--- src/rtl/serial_word_rx.sv ---
// Serial-to-parallel frame receiver: assembles WIDTH-bit words MSB/LSB first into a
// one-entry valid/ready output buffer. Define SIPO_PARITY_EN to add a trailing even-parity bit.
module serial_word_rx #(
    parameter int WIDTH = 4
) (
    input  logic             clk,
    input  logic             rst,
    input  logic             bit_valid,
    input  logic             serial_din,
    input  logic             frame_start,
    input  logic             msb_first,
    output logic [WIDTH-1:0] parallel_dout,
    output logic             dout_valid,
    input  logic             dout_ready,
    output logic             busy,
    output logic             overrun,
    output logic             parity_err
);

    localparam int CW = $clog2(WIDTH + 1);

`ifdef SIPO_PARITY_EN
    typedef enum logic [1:0] {IDLE, SHIFT, PARITY} state_t;
`else
    typedef enum logic [1:0] {IDLE, SHIFT} state_t;
`endif

    state_t           r_state;
    logic [CW-1:0]    r_count;
    logic [WIDTH-1:0] r_sreg;
    logic             r_msb;
    logic [WIDTH-1:0] r_dout;
    logic             r_dout_valid;
    logic             r_overrun;

    logic             w_start;
    logic             w_last;
    logic             w_done;
    logic             w_free;
    logic [WIDTH-1:0] w_first;
    logic [WIDTH-1:0] w_next;
    logic [WIDTH-1:0] w_word;

    assign w_start = bit_valid && frame_start;
    assign w_last  = (r_count == CW'(WIDTH - 1));
    assign w_free  = !r_dout_valid || dout_ready;
    assign w_first = msb_first ? {{(WIDTH-1){1'b0}}, serial_din} : {serial_din, {(WIDTH-1){1'b0}}};
    assign w_next  = r_msb ? {r_sreg[WIDTH-2:0], serial_din} : {serial_din, r_sreg[WIDTH-1:1]};

`ifdef SIPO_PARITY_EN
    logic w_perr;
    logic r_perr;
    // The word is already complete in sreg; the parity bit only finishes the frame.
    assign w_done     = (r_state == PARITY) && bit_valid && !frame_start;
    assign w_word     = r_sreg;
    assign w_perr     = (^r_sreg) ^ serial_din;
    assign parity_err = r_perr;
`else
    assign w_done     = (r_state == SHIFT) && bit_valid && !frame_start && w_last;
    assign w_word     = w_next;
    assign parity_err = 1'b0;
`endif

    always_ff @(posedge clk or posedge rst) begin
        if (rst) begin
            r_state      <= IDLE;
            r_count      <= '0;
            r_sreg       <= '0;
            r_msb        <= 1'b0;
            r_dout       <= '0;
            r_dout_valid <= 1'b0;
            r_overrun    <= 1'b0;
`ifdef SIPO_PARITY_EN
            r_perr       <= 1'b0;
`endif
        end else begin
            r_overrun <= 1'b0;

            // A frame_start bit restarts reception from any state, dropping a partial frame.
            if (w_start) begin
                r_sreg  <= w_first;
                r_msb   <= msb_first;
                r_count <= CW'(1);
                r_state <= SHIFT;
            end else if (bit_valid) begin
                case (r_state)
                    SHIFT: begin
                        r_sreg  <= w_next;
                        r_count <= r_count + 1'b1;
                        if (w_last) begin
                            r_count <= '0;
`ifdef SIPO_PARITY_EN
                            r_state <= PARITY;
`else
                            r_state <= IDLE;
`endif
                        end
                    end
`ifdef SIPO_PARITY_EN
                    PARITY: begin
                        r_count <= '0;
                        r_state <= IDLE;
                    end
`endif
                    default: ;
                endcase
            end

            if (w_done) begin
                if (w_free) begin
                    r_dout       <= w_word;
                    r_dout_valid <= 1'b1;
`ifdef SIPO_PARITY_EN
                    r_perr       <= w_perr;
`endif
                end else begin
                    r_overrun <= 1'b1;
                end
            end else if (r_dout_valid && dout_ready) begin
                r_dout_valid <= 1'b0;
            end
        end
    end

    assign parallel_dout = r_dout;
    assign dout_valid    = r_dout_valid;
    assign overrun       = r_overrun;
    assign busy          = (r_state != IDLE);

endmodule

--- config.mk ---
export PLATFORM = sky130hd
export DESIGN_NAME = serial_word_rx
export DESIGN_NICKNAME = d
export VERILOG_FILES = /design/src/rtl/serial_word_rx.sv
export SDC_FILE = /design/constraint.sdc
export NUM_CORES = 1
export LEC_CHECK = 0
export CAP_MARGIN = 15
export CORE_MARGIN = 3
export CORE_UTILIZATION = 48
export CTS_CLUSTER_DIAMETER = 120
export DETAILED_ROUTE_END_ITERATION = 7
export PLACE_DENSITY = 0.76
export SLEW_MARGIN = 5
export SYNTH_ARGS = -nofsm -noshare
export SYNTH_HDL_FRONTEND = slang
export SYNTH_SLANG_ARGS = --single-unit
--- constraint.sdc ---
create_clock -name clk -period 2 [get_ports clk]
set_input_delay 0.5 -clock clk [delete_from_list [all_inputs] [get_ports clk]]
set_output_delay 0.5 -clock clk [all_outputs]
set_load 0.1 [all_outputs]
==> After elaboration in Yosys (flattened, before gate mapping) <==
Index checks and enable logic that the tools add are counted.
Widths: inputs -> output; s select.
{ "totals": {"reg_bits": 16, "inputBits": 7, "out_inout_bits": 8} }
{ "classes": {"eq_ne": 3, "n_mux": 18, "addsub": 1, "n_reduce_logical": 17} }
{ "ops": {"columns": ["operator", "count"], "rows": [
  ["$mux 4", 5],
  ["$mux 3", 4],
  ["$reduce_bool 2->1", 5],
  ["$mux 2", 4],
  ["$reduce_and 2->1", 3],
  ["$logic_and 1x1->1", 5],
  ["$mux 1", 5],
  ["$add 3x1->3 const B", 1],
  ["$eq 3x2->1 const B", 1],
  ["$reduce_and 3->1", 1],
  ["$eq 2x1->1 const B", 1],
  ["$logic_not 1->1", 2],
  ["$ne 2x1->1 const B", 1],
  ["$logic_or 1x1->1", 1]
]} }

==> Depth between registers and ports, before layout <==
{ "depth": {"ltp_word": 6, "mapped_depth": 4, "mapped_depth_nobuf": 4} }

==> Worst setup path before layout <==
No wires, ideal clock.
{ "synth_timing": {"kind": "register to register", "from": "register r_state[0]", "to": "register r_dout[0], in the netlist parallel_dout[0]", "n_path_buf": 1, "path_slack_ns": -0.031, "arrival_time_ns": 1.905, "setup_ns": 0.126, "path_stages_with_launch": 5, "required_time_ns": 1.874, "path_cell_list": "dfrtp_1 > buf_4 > nand3b_4 > and3b_4 > mux2_4"} }
{ "synth_between": {"elab_chain_cells": 5} }
{ "synth_lines": {"columns": ["element", "line", "source"], "rows": [
  ["start: declaration", "28", "state_t r_state;"],
  ["start signal: assignment", "66", "r_state <= IDLE;"],
  ["start signal: assignment", "84", "r_state <= SHIFT;"],
  ["start signal: assignment", "95", "r_state <= IDLE;"],
  ["$eq 2x1->1", "59", "assign w_done = (r_state == SHIFT) && bit_valid && !frame_start && w_last;"],
  ["$logic_and 1x1->1 (3 in series)", "59", null],
  ["$reduce_and 2->1 (no line)", null, null],
  ["end signal: assignment", "111", "r_dout <= w_word;"],
  ["end: declaration", "32", "logic [WIDTH-1:0] r_dout;"]
]} }
No other way between the ends.
A chain may end at the register's enable or synchronous reset.

==> Final worst setup path <==
{ "layout_timing": {"from": "register r_count[0]", "to": "register r_dout[2], in the netlist parallel_dout[2]"} }
{ "layout_between": {"elab_chain_cells": 3} }
{ "layout_lines": {"columns": ["element", "line", "source"], "rows": [
  ["start: declaration", "29", "logic [CW-1:0] r_count;"],
  ["start signal: assignment", "89", "r_count <= r_count + 1'b1;"],
  ["$eq 3x2->1", "45", "assign w_last = (r_count == CW'(WIDTH - 1));"],
  ["$logic_and 1x1->1", "59", null],
  ["$reduce_and 2->1 (no line)", null, null]
]} }
No other way between the ends.

==> impl_metrics.json <==
{
  "ir_drop_mv": 0.754,
  "tightest_slew_ps": 559,
  "min_period_ps": 1680,
  "dpl.cell_count": 88,
  "drt_wl_total_mm": 1.50,
  "skew_ps": 4.56,
  "cap_violations": 0,
  "io_pins": 15,
  "tns_ps": 0,
  "antenna_found_initial": 0,
  "vias": 499,
  "gr-total-overflow": 0,
  "synth_area_um2": 729,
  "final_cell_area_um2": 958,
  "grt_max_degree": 16,
  "powerDensity_nw_per_um2": 1570,
  "chipWidth_um": 45.0,
  "fp-row-count": 13,
  "power.leakage_nw": 0.448,
  "critPathKind": "register to register",
  "async_flop_share": 1.00,
  "worstRegToRegCells": 4,
  "mostFrequentLayoutCells": "14 x dfrtp_1, 6 x nand2_1, 6 x clkdlybuf4s50_1, 6 x buf_12",
  "cts_made_buffers": 3,
  "final_cell_count_no_fill": 92,
  "pre_cts_ws_ps": 68.3,
  "ys.flop_type": "dfrtp_1",
  "routabilityCongestion": 0.806,
  "mostFrequentLayoutCell": "dfrtp_1",
  "critical_path_required_ps": 2170,
  "finish.utilization": 0.701,
  "grt_pass1_wl_mm": 2.53,
  "finalHoldViolCount": 0,
  "crit_fanout": 5,
  "diodes": 0,
  "seq_area_frac_synth": 0.515,
  "ant_nets": 0,
  "viasPerCell": 5.42,
  "path_clk_slew_ps": 90,
  "root_buffer": "clkbuf_4",
  "ctsHoldBuffers": 0,
  "period_share": 0.840,
  "path_delay_family": "simple AND/OR/NAND/NOR gates",
  "syn_nets": 69,
  "wl_per_cell_um": 16.3,
  "cts_tree": "yes",
  "placed_cell_area_um2": 932,
  "die_area_um2": 2020,
  "relSlewSlack": 0.627,
  "cts-resized-gates": 0,
  "core_area_um2": 1370,
  "first_iter_violations": 2,
  "fmax_mhz": 595,
  "grt_pass1_vias": 539,
  "syn_inst": 61,
  "worst_skew_pair.late_latency_ps": 280,
  "whs_ps": 527,
  "synth_seq_cells": 15,
  "critPathCaptureType": "register",
  "path_depth": 4,
  "crit_buf_inv": 0,
  "synth-edff-count": 0,
  "first_pass_iters": 3,
  "drc": 0,
  "slew_viol_final": 0,
  "hold_class": "register to register",
  "cp-start-kind": "register",
  "setup-violations-final": 0,
  "rsz0062_at_grt": "false",
  "fin_ws_ps": 320,
  "hold-path-cell-count": 2,
  "ys_types": 28,
  "cp.arrival_ps": 1850,
  "clock_path_buffers": 2,
  "htreeDepth": 1,
  "grtUsageTotal": 0.184,
  "synthToLayoutAreaGrowth_pct": 31.4,
  "nNetsFinal": 86,
  "path_cells": "ha_1, nor2b_1, and3b_4, mux2_4",
  "yosysWarnings": 0,
  "critPathMaxStageDelay_ps": 410,
  "die_h_um": 45.0,
  "drive_above_1_share": 0.351,
  "cts.sinks": 15,
  "syn_area_per_cell_um2": 12.0,
  "totalPowerFinal_mw": 1.50,
  "portBuffers": 13,
  "slowest_stage": "dfrtp_1",
  "start_util": 0.534,
  "cts_setup_buffers": 0,
  "outcome": "finished clean"
}
## worst reg2reg max path, delay by kind of cell (launching register included)
| family | cells | cell delay (ps) |
|---|---|---|
| adders and majority gates | 1 | 200 |
| DFF | 1 | 410 |
| and+or+nand+nor | 2 | 650 |
| muxes | 1 | 310 |
## path summary, 6_finish.rpt
| path | start | end | slack, ps |
|---|---|---|---|
| setup / recovery | r_count[0]$_DFFE_PP0P_ | parallel_dout[2]$_DFFE_PP0P_ | 320 |
| hold reg to reg | r_count[1]$_DFFE_PP0P_ | r_count[1]$_DFFE_PP0P_ | 530 |
| max in group asynchronous | rst | r_state[0]$_DFFE_PP0P_ | 1050 |
| hold / removal | r_count[1]$_DFFE_PP0P_ | r_count[1]$_DFFE_PP0P_ | 530 |
| min in group asynchronous | rst | r_sreg[1]$_DFFE_PP0P_ | 560 |
| setup reg to reg | r_count[0]$_DFFE_PP0P_ | parallel_dout[2]$_DFFE_PP0P_ | 320 |
## cell families after synthesis
kind of cell | Yosys count | synth area share
muxes | 8 | 0.144
other | 1 | 0.00514
buffers and inverters | 6 | 0.0429
and+or+nand+nor | 17 | 0.141
AOI/OAI and AO/OA | 13 | 0.136
adders and majority gates | 1 | 0.0171
DFF | 15 | 0.515
## state kept, by name, summed over array words and instances, names as in the netlist
register	cells
dout_valid	1
overrun	1
parallel_dout	4
r_sreg	4
r_count	3
r_state	1
r_msb	1
## cells in the mapped netlist, drive strengths merged, types with 2 or more instances
cell	instances	share of area
dfrtp	15	0.51
mux2	8	0.14
nand2	6	0.031
nor2	4	0.021
buf	3	0.027
inv	3	0.015
a32o	2	0.027
o21ai	2	0.014
## report_power, final
| part | switching [mW] | internal [mW] |
|---|---|---|
| logic | 0.490 | 0.334 |
| clock network | 0.0931 | 0.0775 |
| registers | 0.114 | 0.393 |
## routing by layer
layer	share of wire	global-route usage	vias to the layer above
met5	0	0	-
met1	0.46	0.234	235
li1	-	-	248
met4	0.023	0.105	0
met2	0.48	0.280	12
met3	0.040	0.0518	4
## layout make-up
| type | count | area (um^2) |
|---|---|---|
| fillers | 111 | 408 |
| flip-flops and latches | 15 | 377 |
| multi-input cells | 40 | 323 |
| repair buffers | 15 | 203 |
| clock buffers | 4 | 26.3 |
| well taps | 15 | 18.8 |
| inverters | 3 | 11.3 |
No activity file was read; power rests on OpenSTA's default activity.
